**src/rtl/app_stream_arbiter.sv**
```systemverilog
// Round-robin merge of N_CH credit-based packet streams into one credit-based link.
// Arbitration happens at packet boundaries, with an optional channel-ID flit and an output FIFO.
module app_stream_arbiter #(
  parameter int FLIT_SIZE  = 32,
  parameter int N_CH       = 2,
  parameter int FIFO_DEPTH = 4,
  parameter int LEN_W      = 16,
  parameter int TAG_EN     = 1
) (
  input  logic                      clk_i,
  input  logic                      rst_ni,
  input  logic [N_CH-1:0]           src_tx_i,
  output logic [N_CH-1:0]           src_credit_o,
  input  logic [N_CH*FLIT_SIZE-1:0] src_data_i,
  input  logic [N_CH-1:0]           src_eoa_i,
  output logic                      tx_o,
  input  logic                      credit_i,
  output logic [FLIT_SIZE-1:0]      data_o,
  output logic                      eoa_o
);

  localparam int CH_W  = (N_CH > 1) ? $clog2(N_CH) : 1;
  localparam int PTR_W = $clog2(FIFO_DEPTH);

  typedef enum logic [1:0] {IDLE, TAG, LEN, PAYLOAD} state_t;

  state_t              state, state_next;
  logic [CH_W-1:0]     grant, grant_next, rr_ptr, rr_next, idx;
  logic [LEN_W-1:0]    count, count_next;
  logic [FLIT_SIZE-1:0] src_flit, push_data;
  logic [N_CH-1:0]     grant_oh;
  logic                sel_tx, credit_ok, xfer, push, pop, full, empty, found;

  logic [FLIT_SIZE-1:0] mem [FIFO_DEPTH];
  logic [PTR_W-1:0]     wr_ptr, rd_ptr;
  logic [PTR_W:0]       occ;

  always_comb begin
    src_flit = '0;
    grant_oh = '0;
    sel_tx   = 1'b0;
    for (int unsigned c = 0; c < N_CH; c++) begin
      if (CH_W'(c) == grant) begin
        src_flit    = src_data_i[c*FLIT_SIZE +: FLIT_SIZE];
        grant_oh[c] = 1'b1;
        sel_tx      = src_tx_i[c];
      end
    end
  end

  // Credit depends only on the registered full flag, never on a same-cycle pop.
  assign credit_ok = ((state == LEN) || (state == PAYLOAD)) && !full;
  assign xfer      = credit_ok && sel_tx;

  always_ff @(posedge clk_i or negedge rst_ni) begin
    if (!rst_ni) begin
      state  <= IDLE;
      grant  <= '0;
      rr_ptr <= '0;
      count  <= '0;
    end else begin
      state  <= state_next;
      grant  <= grant_next;
      rr_ptr <= rr_next;
      count  <= count_next;
    end
  end

  always_comb begin
    state_next = state;
    grant_next = grant;
    rr_next    = rr_ptr;
    count_next = count;
    found      = 1'b0;
    idx        = '0;
    case (state)
      IDLE: begin
        for (int unsigned i = 0; i < N_CH; i++) begin
          idx = CH_W'((32'(rr_ptr) + i) % N_CH);
          if (!found && src_tx_i[idx]) begin
            found      = 1'b1;
            grant_next = idx;
            rr_next    = CH_W'((32'(idx) + 1) % N_CH);
            state_next = (TAG_EN != 0) ? TAG : LEN;
          end
        end
      end
      TAG: if (!full) state_next = LEN;
      LEN: begin
        if (xfer) begin
          count_next = src_flit[LEN_W-1:0];
          state_next = (src_flit[LEN_W-1:0] == '0) ? IDLE : PAYLOAD;
        end
      end
      PAYLOAD: begin
        if (xfer) begin
          count_next = count - 1'b1;
          if (count == LEN_W'(1)) state_next = IDLE;
        end
      end
      default: state_next = IDLE;
    endcase
  end

  always_comb begin
    src_credit_o = '0;
    push         = 1'b0;
    push_data    = '0;
    case (state)
      TAG: begin
        push      = !full;
        push_data = FLIT_SIZE'(grant);
      end
      LEN, PAYLOAD: begin
        src_credit_o = credit_ok ? grant_oh : '0;
        push         = xfer;
        push_data    = src_flit;
      end
      default: ;
    endcase
  end

  assign full   = (occ == (PTR_W+1)'(FIFO_DEPTH));
  assign empty  = (occ == '0);
  assign tx_o   = !empty;
  assign data_o = empty ? '0 : mem[rd_ptr];
  assign pop    = tx_o && credit_i;

  always_ff @(posedge clk_i or negedge rst_ni) begin
    if (!rst_ni) begin
      wr_ptr <= '0;
      rd_ptr <= '0;
      occ    <= '0;
    end else begin
      if (push) wr_ptr <= wr_ptr + 1'b1;
      if (pop)  rd_ptr <= rd_ptr + 1'b1;
      case ({push, pop})
        2'b10:   occ <= occ + 1'b1;
        2'b01:   occ <= occ - 1'b1;
        default: occ <= occ;
      endcase
    end
  end

  always_ff @(posedge clk_i) begin
    if (push) mem[wr_ptr] <= push_data;
  end

  always_ff @(posedge clk_i or negedge rst_ni) begin
    if (!rst_ni) begin
      eoa_o <= 1'b0;
    end else if ((&src_eoa_i) && (state == IDLE) && empty && (src_tx_i == '0)) begin
      eoa_o <= 1'b1;
    end
  end

endmodule

```
**config.mk**
```make
export PLATFORM = sky130hd
export DESIGN_NAME = app_stream_arbiter
export DESIGN_NICKNAME = d
export VERILOG_FILES = /design/src/rtl/app_stream_arbiter.sv
export SDC_FILE = /design/constraint.sdc
export NUM_CORES = 1
export LEC_CHECK = 0
export ABC_AREA = 1
export CORE_UTILIZATION = 55
export CTS_CLUSTER_SIZE = 12
export DETAILED_ROUTE_END_ITERATION = 8
export GPL_ROUTABILITY_DRIVEN = 1
export PLACE_DENSITY = 0.87
export SYNTH_ARGS = -nofsm -noshare
export SYNTH_HDL_FRONTEND = slang
export SYNTH_SLANG_ARGS = --single-unit
```
**constraint.sdc**
```tcl
create_clock -name clk_i -period 6.6 [get_ports clk_i]
set_input_delay 1.32 -clock clk_i [delete_from_list [all_inputs] [get_ports clk_i]]
set_output_delay 1.32 -clock clk_i [all_outputs]
set_load 0.03 [all_outputs]
```
==> impl_metrics.env <==
export IMPL_cp_max_fo=65
export IMPL_dp_cells=1026
export IMPL_cpPeakStageDelay_ps=720
export IMPL_grt_max_degree=66
export IMPL_p_leak_nw=3.51
export IMPL_netlist_area_um2=7360
export IMPL_drc=0
export IMPL_drt_initial_drc_count=456
export IMPL_cts_clk_slew_worst_paths_ps=60
export IMPL_dieHeight_um=118
export IMPL_clk_latency_ps=420
export IMPL_setup_worst_path_end_class="output port"
export IMPL_postCtsResizedCells=0
export IMPL_synthCells=779
export IMPL_wl_per_cell_um=16.5
export IMPL_vias_per_cell=5.54
export IMPL_fin_ws_ps=2470
export IMPL_portBuffers=106
export IMPL_grt_setup_unrepaired="false"
export IMPL_fmax_mhz=242
export IMPL_coreArea_um2=12800
export IMPL_avgSynthCellArea_um2=9.45
export IMPL_diodes=0
export IMPL_core_rowCount=41
export IMPL_required_ps=5280
export IMPL_arrival_ps=2810
export IMPL_drt_total_wl_um=17500
export IMPL_dp_worst_setup_slack_ps=2300
export IMPL_layout_commonest_cell="nor2_1"
export IMPL_grt_usage_pct=26.4
export IMPL_post_cts_buffers=0
export IMPL_min_path_type="flop to flop"
export IMPL_cp_num_buf_inv=2
export IMPL_htreeDepth=4
export IMPL_critical_path_top_delay_family="buffers and inverters"
export IMPL_cp_start_kind="flop"
export IMPL_crit_chain="inv_2, o21ai_0, a21oi_1, clkdlybuf4s50_1"
export IMPL_gp_congestion=0.944
export IMPL_status="complete, no violations"
export IMPL_antenna_found_initial=0
export IMPL_yosys_warnings=0
export IMPL_drtPass1Iterations=5
export IMPL_layout_common_cells="nor2_1 (204), edfxtp_1 (128), nand2_1 (109), clkdlybuf4s50_1 (106), o21ai_0 (102)"
export IMPL_synth_nets=859
export IMPL_clock_sinks=156
export IMPL_r2r_start="state[1]"
export IMPL_period_share_pct=62.6
export IMPL_synth_top_cell_by_area="edfxtp_1"
export IMPL_cts_tree="built"
export IMPL_cts_hold_buf=0
export IMPL_start_util_pct=57.4
export IMPL_crit_slowest_cell="clkdlybuf4s50_1"
export IMPL_synth_area_leaders="edfxtp_1 (52%), nor2_1 (11%), dfrtp_1 (9.5%), o21ai_0 (6.9%), nand2_1 (5.6%)"
export IMPL_clockBufferDepth=2
export IMPL_finalHoldViolations=0
export IMPL_drv_slew=0
export IMPL_fin_nets=953
export IMPL_root_buffer="clkbuf_16"
export IMPL_fill_cells=885
export IMPL_synth_seq_cells=156
export IMPL_ir_drop_v=0.000297
export IMPL_pin_count=107
export IMPL_synth_top_area_share_pct=52.2
export IMPL_hpwl_um=10600
export IMPL_drv_cap=0
export IMPL_die_area_um2=13800
export IMPL_synth_distinct_cells=30
export IMPL_worstMarginPinSlew_ps=1200
export IMPL_numCtsBuffers=17
export IMPL_grt_first_pass_wirelength_um=28300
export IMPL_via_count=5866
export IMPL_hp_start="eoa_o"
export IMPL_relSlewSlack_pct=20.1
export IMPL_fp_dieW_um=118
export IMPL_period_needed_ps=4130
export IMPL_grt_ovfl_total=0
export IMPL_finalSetupViolCount=0
export IMPL_startpoint="rd_ptr[0]"
export IMPL_fin_skew_ps=7.31
export IMPL_setup_tns_ps=0
export IMPL_ant_nets=0
export IMPL_drive_gt1_share_pct=6.43
export IMPL_stdcell_count=1058
export IMPL_path_class="flop to output port"
export IMPL_ys_seq_area_share_pct=61.7
export IMPL_power_density_nw_per_um2=546
export IMPL_syn_to_final_growth_pct=23.5
export IMPL_grt_pass1_vias=5924
## power breakdown
group	total (W)	leakage [nW]	internal (W)	switching, W
Sequential	0.00162	1.53	0.00148	0.000138
Combinational	0.00237	1.70	0.000772	0.00160
Clock	0.000966	0.280	0.000592	0.000374
## cells by family after synthesis
| family | count (synthesis) | share of synthesized area [%] |
|---|---|---|
| xor gates and xnor gates | 7 | 0.833 |
| DFF | 156 | 61.7 |
| AOI/OAI and AO/OA | 170 | 12.0 |
| and+or+nand+nor | 347 | 18.4 |
| adders and majority gates | 9 | 1.63 |
| buffers and inverters | 90 | 5.39 |
## per-layer routing
metal / GRT usage, % / vias up / wire length (um)
met2: 45.4 / 250 / 8740
li1: - / 2806 / -
met3: 6.25 / 46 / 1240
met5: 0 / - / 0
met4: 12.1 / 0 / 440
met1: 31.2 / 2764 / 7050
## worst paths after layout
check	end	slack, ps	cells past startpoint
worst min-delay path	eoa_o	490	1
worst min register to register	eoa_o	490	1
worst max-delay path	data_o[1]	2470	4
max in group asynchronous	rd_ptr[0]	4990	2
worst max register to register	occ[1]	3150	9
min in group asynchronous	count[9]	1290	2
## state kept, by name, summed over array words and instances, names as in the netlist
register,cells
rd_ptr,2
count,16
eoa_o,1
mem,128
grant,1
wr_ptr,2
occ,3
rr_ptr,1
state,2
## final cells by class
| cell class | count | area, um^2 | area share (%) |
|---|---|---|---|
| clock buffers | 20 | 437 | 4.80 |
| flip-flops and latches | 156 | 4550 | 50.0 |
| repair buffers | 115 | 1130 | 12.4 |
| inverters | 50 | 190 | 2.09 |
| clock inverters | 12 | 146 | 1.61 |
| multi-input cells | 533 | 2430 | 26.7 |
| well taps | 172 | 215 | 2.37 |
## stage by stage
stage	cell area [um^2]	util (%)	total power (W)	hold slack [ps]
after floorplan	7360	-	0.00318	450
after CTS	9090	70.9	0.00496	483
final	9090	70.9	0.00496	485
after detailed placement	8510	66.3	0.00397	466
after global routing	9090	70.9	0.00526	534
after global placement	8510	66.3	0.00390	461
## cells in the mapped netlist
cell / instances
nor2_1: 208
edfxtp_1: 128
nand2_1: 109
o21ai_0: 102
a21oi_1: 52
inv_1: 43
dfrtp_1: 28
nand3_1: 22
buf_2: 15
clkbuf_1: 14
ha_1: 8
inv_2: 6
o211ai_1: 6
nand2_2: 5
buf_1: 4
buf_4: 4
o22ai_1: 4
xor2_1: 4
buf_6: 3
xnor2_1: 3
a22oi_1: 2
a21oi_2: 1
fa_1: 1
inv_4: 1
nand3_2: 1
nand4_1: 1
nor3_1: 1
o21a_1: 1
o21ai_1: 1
o21bai_1: 1
(Power assumes the default switching activity.)
